`src/rtl/ctrl_pkg.sv`:
```
// Shared encodings for the multi-cycle MIPS control FSM: state codes, opcodes
// and the datapath mux select values driven by the controller.
package ctrl_pkg;

  localparam logic [3:0] ST_IDLE   = 4'd0;
  localparam logic [3:0] ST_FETCH  = 4'd1;
  localparam logic [3:0] ST_DECODE = 4'd2;
  localparam logic [3:0] ST_EXEC_R = 4'd3;
  localparam logic [3:0] ST_WB_R   = 4'd4;
  localparam logic [3:0] ST_ADDR   = 4'd5;
  localparam logic [3:0] ST_MEM_RD = 4'd6;
  localparam logic [3:0] ST_WB_MEM = 4'd7;
  localparam logic [3:0] ST_MEM_WR = 4'd8;
  localparam logic [3:0] ST_BRANCH = 4'd9;
  localparam logic [3:0] ST_JUMP   = 4'd10;
  localparam logic [3:0] ST_JAL    = 4'd11;
  localparam logic [3:0] ST_JR     = 4'd12;
  localparam logic [3:0] ST_EXEC_I = 4'd13;
  localparam logic [3:0] ST_WB_I   = 4'd14;
  localparam logic [3:0] ST_FAULT  = 4'd15;

  localparam logic [5:0] OP_RTYPE = 6'b000000;
  localparam logic [5:0] OP_LW    = 6'b100011;
  localparam logic [5:0] OP_SW    = 6'b101011;
  localparam logic [5:0] OP_BEQ   = 6'b000100;
  localparam logic [5:0] OP_BNE   = 6'b000101;
  localparam logic [5:0] OP_J     = 6'b000010;
  localparam logic [5:0] OP_JAL   = 6'b000011;
  localparam logic [5:0] OP_ADDI  = 6'b001000;
  localparam logic [5:0] FUNCT_JR = 6'b001000;

  localparam logic [2:0] ALU_ADD   = 3'b000;
  localparam logic [2:0] ALU_SUB   = 3'b001;
  localparam logic [2:0] ALU_FUNCT = 3'b010;

  localparam logic [1:0] PCSRC_ALU    = 2'b00;
  localparam logic [1:0] PCSRC_ALUOUT = 2'b01;
  localparam logic [1:0] PCSRC_JUMP   = 2'b10;
  localparam logic [1:0] PCSRC_RS     = 2'b11;

  localparam logic [1:0] M2R_ALUOUT = 2'b00;
  localparam logic [1:0] M2R_MDR    = 2'b01;
  localparam logic [1:0] M2R_PC     = 2'b10;

  localparam logic [1:0] RDST_RT  = 2'b00;
  localparam logic [1:0] RDST_RD  = 2'b01;
  localparam logic [1:0] RDST_R31 = 2'b10;

  localparam logic [1:0] SRCB_B   = 2'b00;
  localparam logic [1:0] SRCB_ONE = 2'b01;
  localparam logic [1:0] SRCB_IMM = 2'b10;

  function automatic logic [3:0] decode_state(input logic [5:0] opcode,
                                              input logic [5:0] funct);
    logic [3:0] nxt;
    case (opcode)
      OP_RTYPE:      nxt = (funct == FUNCT_JR) ? ST_JR : ST_EXEC_R;
      OP_LW, OP_SW:  nxt = ST_ADDR;
      OP_BEQ, OP_BNE: nxt = ST_BRANCH;
      OP_J:          nxt = ST_JUMP;
      OP_JAL:        nxt = ST_JAL;
      OP_ADDI:       nxt = ST_EXEC_I;
      default:       nxt = ST_FAULT;
    endcase
    return nxt;
  endfunction

  function automatic logic is_wait_state(input logic [3:0] s);
    return (s == ST_FETCH) || (s == ST_MEM_RD) || (s == ST_MEM_WR);
  endfunction

endpackage

```
`src/rtl/mc_wait_timer.sv`:
```
// Memory-ready wait counter: counts stalled cycles in a wait state and flags
// a timeout on the cycle that would reach MAX_WAIT (0 disables the timeout).
module mc_wait_timer #(
  parameter int MAX_WAIT = 15
) (
  input  logic clk,
  input  logic rst_n,
  input  logic waiting,
  input  logic mem_ready,
  input  logic clear,
  output logic timeout
);

  localparam int CW = (MAX_WAIT > 0) ? $clog2(MAX_WAIT + 1) : 1;
  localparam logic [CW-1:0] LIMIT = (MAX_WAIT > 0) ? CW'(MAX_WAIT - 1) : '0;
  localparam logic [CW-1:0] SAT = '1;

  logic [CW-1:0] count;
  logic          stalled;

  assign stalled = waiting && !mem_ready;

  // Saturates so an unbounded wait (MAX_WAIT=0) never wraps.
  always_ff @(posedge clk or negedge rst_n) begin
    if (!rst_n) begin
      count <= '0;
    end else if (clear) begin
      count <= '0;
    end else if (stalled && (count != SAT)) begin
      count <= count + 1'b1;
    end
  end

  assign timeout = (MAX_WAIT != 0) && stalled && (count == LIMIT);

endmodule

```
`src/rtl/multicycle_ctrl.sv`:
```
// Control FSM for a multi-cycle MIPS datapath: sequences fetch/decode/execute,
// drives every mux select and strobe, and traps into a sticky FAULT state.
//
// state  | meaning
// IDLE   | post-reset, all strobes off
// FETCH  | read instruction, PC+1 via ALU, wait for mem_ready
// DECODE | branch target into ALUOut, dispatch on opcode
// EXEC_R | R-type ALU operation
// WB_R   | write ALUOut to rd
// ADDR   | lw/sw effective address
// MEM_RD | data read, wait for mem_ready
// WB_MEM | write MDR to rt
// MEM_WR | data write, wait for mem_ready
// BRANCH | beq/bne compare and conditional PC load
// JUMP   | jump
// JAL    | jump and link r31
// JR     | jump to register
// EXEC_I | addi ALU operation
// WB_I   | write ALUOut to rt
// FAULT  | illegal opcode or memory timeout; exits on reset only
module multicycle_ctrl
  import ctrl_pkg::*;
#(
  parameter int MAX_WAIT = 15
) (
  input  logic       clk,
  input  logic       rst_n,
  input  logic [5:0] opcode,
  input  logic [5:0] funct,
  input  logic       mem_ready,
  output logic       pc_write,
  output logic       pc_write_cond,
  output logic       branch_ne,
  output logic [1:0] pc_source,
  output logic       iord,
  output logic       ir_write,
  output logic       mem_read,
  output logic       mem_write,
  output logic [1:0] mem_to_reg,
  output logic [1:0] reg_dst,
  output logic       reg_write,
  output logic       alu_src_a,
  output logic [1:0] alu_src_b,
  output logic [2:0] alu_op,
  output logic [3:0] state,
  output logic       instr_done,
  output logic       fault
);

  logic [3:0] cur_state;
  logic [3:0] next_state;
  logic       timeout;

  mc_wait_timer #(.MAX_WAIT(MAX_WAIT)) u_wait_timer (
    .clk       (clk),
    .rst_n     (rst_n),
    .waiting   (is_wait_state(cur_state)),
    .mem_ready (mem_ready),
    .clear     (next_state != cur_state),
    .timeout   (timeout)
  );

  always_ff @(posedge clk or negedge rst_n) begin
    if (!rst_n) cur_state <= ST_IDLE;
    else        cur_state <= next_state;
  end

  // mem_ready takes priority over a simultaneous timeout.
  always_comb begin
    next_state = cur_state;
    case (cur_state)
      ST_IDLE:   next_state = ST_FETCH;
      ST_FETCH:  if (mem_ready) next_state = ST_DECODE;
                 else if (timeout) next_state = ST_FAULT;
      ST_DECODE: next_state = decode_state(opcode, funct);
      ST_EXEC_R: next_state = ST_WB_R;
      ST_ADDR:   next_state = (opcode == OP_LW) ? ST_MEM_RD : ST_MEM_WR;
      ST_MEM_RD: if (mem_ready) next_state = ST_WB_MEM;
                 else if (timeout) next_state = ST_FAULT;
      ST_MEM_WR: if (mem_ready) next_state = ST_FETCH;
                 else if (timeout) next_state = ST_FAULT;
      ST_EXEC_I: next_state = ST_WB_I;
      ST_WB_R, ST_WB_MEM, ST_BRANCH, ST_JUMP,
      ST_JAL, ST_JR, ST_WB_I: next_state = ST_FETCH;
      default:   next_state = ST_FAULT;
    endcase
  end

  always_comb begin
    pc_write      = 1'b0;
    pc_write_cond = 1'b0;
    branch_ne     = 1'b0;
    pc_source     = PCSRC_ALU;
    iord          = 1'b0;
    ir_write      = 1'b0;
    mem_read      = 1'b0;
    mem_write     = 1'b0;
    mem_to_reg    = M2R_ALUOUT;
    reg_dst       = RDST_RT;
    reg_write     = 1'b0;
    alu_src_a     = 1'b0;
    alu_src_b     = SRCB_B;
    alu_op        = ALU_ADD;
    instr_done    = 1'b0;
    fault         = 1'b0;
    case (cur_state)
      ST_FETCH: begin
        mem_read  = 1'b1;
        alu_src_b = SRCB_ONE;
        ir_write  = mem_ready;
        pc_write  = mem_ready;
      end
      ST_DECODE: alu_src_b = SRCB_IMM;
      ST_EXEC_R: begin
        alu_src_a = 1'b1;
        alu_op    = ALU_FUNCT;
      end
      ST_WB_R: begin
        reg_dst    = RDST_RD;
        reg_write  = 1'b1;
        instr_done = 1'b1;
      end
      ST_ADDR, ST_EXEC_I: begin
        alu_src_a = 1'b1;
        alu_src_b = SRCB_IMM;
      end
      ST_MEM_RD: begin
        iord     = 1'b1;
        mem_read = 1'b1;
      end
      ST_WB_MEM: begin
        mem_to_reg = M2R_MDR;
        reg_write  = 1'b1;
        instr_done = 1'b1;
      end
      ST_MEM_WR: begin
        iord       = 1'b1;
        mem_write  = 1'b1;
        instr_done = mem_ready;
      end
      ST_BRANCH: begin
        alu_src_a     = 1'b1;
        alu_op        = ALU_SUB;
        pc_write_cond = 1'b1;
        pc_source     = PCSRC_ALUOUT;
        branch_ne     = (opcode == OP_BNE);
        instr_done    = 1'b1;
      end
      ST_JUMP: begin
        pc_write   = 1'b1;
        pc_source  = PCSRC_JUMP;
        instr_done = 1'b1;
      end
      // Link value is the already-incremented PC.
      ST_JAL: begin
        pc_write   = 1'b1;
        pc_source  = PCSRC_JUMP;
        reg_dst    = RDST_R31;
        mem_to_reg = M2R_PC;
        reg_write  = 1'b1;
        instr_done = 1'b1;
      end
      ST_JR: begin
        pc_write   = 1'b1;
        pc_source  = PCSRC_RS;
        instr_done = 1'b1;
      end
      ST_WB_I: begin
        reg_write  = 1'b1;
        instr_done = 1'b1;
      end
      ST_FAULT: fault = 1'b1;
      default: ;
    endcase
  end

  assign state = cur_state;

endmodule

```
`config.mk`:
```
export PLATFORM = sky130hd
export DESIGN_NAME = multicycle_ctrl
export DESIGN_NICKNAME = d
export VERILOG_FILES = /design/src/rtl/ctrl_pkg.sv /design/src/rtl/mc_wait_timer.sv /design/src/rtl/multicycle_ctrl.sv
export SDC_FILE = /design/constraint.sdc
export NUM_CORES = 1
export LEC_CHECK = 0
export CAP_MARGIN = 5
export CORE_MARGIN = 5
export CORE_UTILIZATION = 44
export CTS_CLUSTER_DIAMETER = 150
export DETAILED_ROUTE_END_ITERATION = 12
export PLACE_DENSITY = 0.8
export SYNTH_ARGS = -nofsm -noshare
export SYNTH_HDL_FRONTEND = slang
export SYNTH_SLANG_ARGS = --single-unit
```
`constraint.sdc`:
```
create_clock -name clk -period 2.5 [get_ports clk]
set_input_delay 0.25 -clock clk [delete_from_list [all_inputs] [get_ports clk]]
set_output_delay 0.25 -clock clk [all_outputs]
set_load 0.05 [all_outputs]
```
==> flow_summary.ini <==
[power_and_ir_drop]
combPwrFrac = 0.813
cellPowerDensity_nw_per_um2 = 1370
p_int_uw = 880.4
p_seq_frac = 0.139
swShare = 0.5858
p_clk_frac = 0.048
p_leak_nw = 0.6568
net-switching-power_mw = 1.245
worst_ir_drop_vdd_mv = 0.9083

[clock_network]
hold_buffers = 0
clockBufferDepth = 2
clk_latency_ns = 0.26
cts_num_sinks = 8
cts_root_buf = clkbuf_4
cts_max_level = 1
tritoncts.num_buffers = 3
path_clk_slew_ns = 0.06
cts_tree = done
post_cts_buffers = 0
cts_resized = 0

[synth]
yosys.area.top_type = dfrtp_1
synthAdderAreaFrac = 0.02347
syn_inst = 143
synth_most_common_cell = nor2_1
synth_edf_count = 0
synth_top_area_share = 0.1878
syn-mean-instance-area_um2 = 7.455
synth-seq-cells = 8
syn-cell-area_um2 = 1066
synth-main-ff-cell = dfrtp_1
yosysSeqAreaShare = 0.1878
async_reset_ff_frac = 1.000
synthTopCellsByArea = dfrtp_1, nor2_1, a211oi_1
ys_types = 49
muxShareOfSynthArea = 0.009390
postSynthNetCount = 160
synth_simple_gate_area_frac = 0.4155
synth_top_family_by_area = simple AND/OR/NAND/NOR gates
post_synth_xor_area_fraction = 0.02465
synth_common_cells = nor2_1, nand2_1, o21ai_0
synth_compound_area_frac = 0.2653
yosys_warnings = 0

[run]
maxCapViolations = 0

[sta]
finalClockSkew_ns = 0.003064
max_freq_ghz = 0.4318
setup_viol = 0
setup_tns_ns = 0
hold_viol = 0
relSlewSlack = 0.5778
hold_slack_ns = 0.2657
tightest_slew_ns = 0.6332
period_share = 0.9265
rsz0062_at_grt = no
report.final.slew_viol_count = 0
min_period_ns = 2.316

[worst_setup_path]
path_max_fanout = 18
r2r_slack_ns = 0.36
critPathRequiredTime_ns = 2.25
rr_startpoint = state[1]$_DFF_PN0_
rr_worst_depth = 7
end_kind = output pin
worstSetupStartpointType = register
crit_type = reg2out
r2r-end = u_wait_timer.count[2]$_DFFE_PN0P_
crit_arrival_ns = 2.07

[routing]
drc = 0
post_drt_wl_per_cell_um = 14.20
post_drt_via_cell_ratio = 5.816
drt_iter0_drc = 31
firstDrtPassIters = 4
ant_nets = 0
drt_wl_total_um = 2939
num_vias = 1204

[global_routing]
grt_pass1_vias = 1108
grt_max_degree = 20
overflow = 0
grt_usage = 0.1765
grt_pass1_wl_um = 4843
antenna_found_initial = 0

[min_path]
hp-class = in2async

[floorplanning]
start_util = 0.4728
coreArea_um2 = 2255
num_rows = 17
die-area_um2 = 3507
ios = 41
fp.dieH_um = 59.22
die_x_um = 59.22

[cells_and_area]
seq_area_um2 = 200.2
drive_gt1_frac = 0.2793
fin_nets = 198
fin_area_um2 = 1551
area_growth_pct = 45.54
multi_input_area_um2 = 840.8
fillers = 187
diodes = 0

[placement]
place_hpwl_um = 2395
dpl_cell_area_um2 = 1529
portBuffers = 39
place_congestion = 0.8391

[outcome]
status = complete, no violations
critical path: stages (launching register included):
cell     delay, ns
dfrtp_1       0.57
buf_4         0.26
or3b_2        0.45
a21oi_2       0.22
or2_2         0.17
buf_12        0.13
worst max path at each step:
stage	from	to	slack, ns	cells after the start
after floorplan	state[1]$_DFF_PN0_	reg_write	-0.41	4
after global placement	opcode[3]	u_wait_timer.count[2]$_DFFE_PN0P_	0.27	7
after detailed placement	opcode[3]	u_wait_timer.count[2]$_DFFE_PN0P_	0.23	7
after CTS	state[1]$_DFF_PN0_	pc_write	0.18	5
after global routing	state[1]$_DFF_PN0_	pc_write	0.07	5
final	state[1]$_DFF_PN0_	pc_write	0.18	5
cells by family after synthesis:
logic type,count (synthesis)
and+or+nand+nor,74
AOI/OAI and AO/OA,39
buffers and inverters,15
DFF,8
xor gates and xnor gates,3
adders and majority gates,2
other,1
muxes,1
metrics by stage:
step / util / setup slack, ns / std cells / power [mW]
finish: 0.6881 / 0.1838 / 207 / 2.126
global route: 0.6881 / 0.06506 / 207 / 2.263
CTS: 0.6881 / 0.1772 / 207 / 2.135
detailed placement: 0.6781 / 0.2314 / 204 / 2.030
global placement: 0.6781 / 0.2691 / 204 / 2.009
floorplan: - / -0.4122 / 143 / 1.499
power by group through the flow:
| stage | clock network (mW) | logic (mW) | registers (mW) |
|---|---|---|---|
| after detailed placement | 0 | 1.73 | 0.296 |
| after global placement | 0 | 1.72 | 0.293 |
| after global routing | 0.112 | 1.84 | 0.312 |
| after CTS | 0.103 | 1.74 | 0.293 |
| final | 0.102 | 1.73 | 0.295 |
| after floorplan | 0 | 1.19 | 0.313 |
area by class of cell:
class | count | share of cell area
multi-input cells | 120 | 0.5419
clock buffers | 3 | 0.01452
repair buffers | 44 | 0.2823
well taps | 28 | 0.02258
inverters | 4 | 0.009677
flip-flops and latches | 8 | 0.1290
placed cells by master (no fill, tap or decap), types with 2 or more instances in the layout:
master,count
a21oi_1,7
nor3_2,4
o21ai_0,9
nor3b_1,4
clkdlybuf4s50_1,18
ha_1,2
nand2_1,9
xnor2_1,3
a21o_1,2
and2_1,4
a31oi_1,2
a211oi_1,6
nor2_1,13
nand2b_1,7
buf_4,21
nor2b_1,2
nor2_2,2
and3_1,3
a211oi_2,2
inv_1,4
or2_2,2
nor4_1,2
dfrtp_1,8
clkbuf_4,3
buf_12,5
or3_1,3
nor3_1,6
registers in the layout, indices dropped and copies added, names as in the netlist:
signal,flops
state,4
u_wait_timer.count,4
routing by layer:
layer	vias to the layer above	routed length, um	track usage
met2	47	1465	0.3183
li1	599	-	-
met3	5	205	0.02832
met5	-	0	0
met4	0	35	0.06796
met1	553	1232	0.2050
Note: power is estimated with default switching activity, not from simulation.
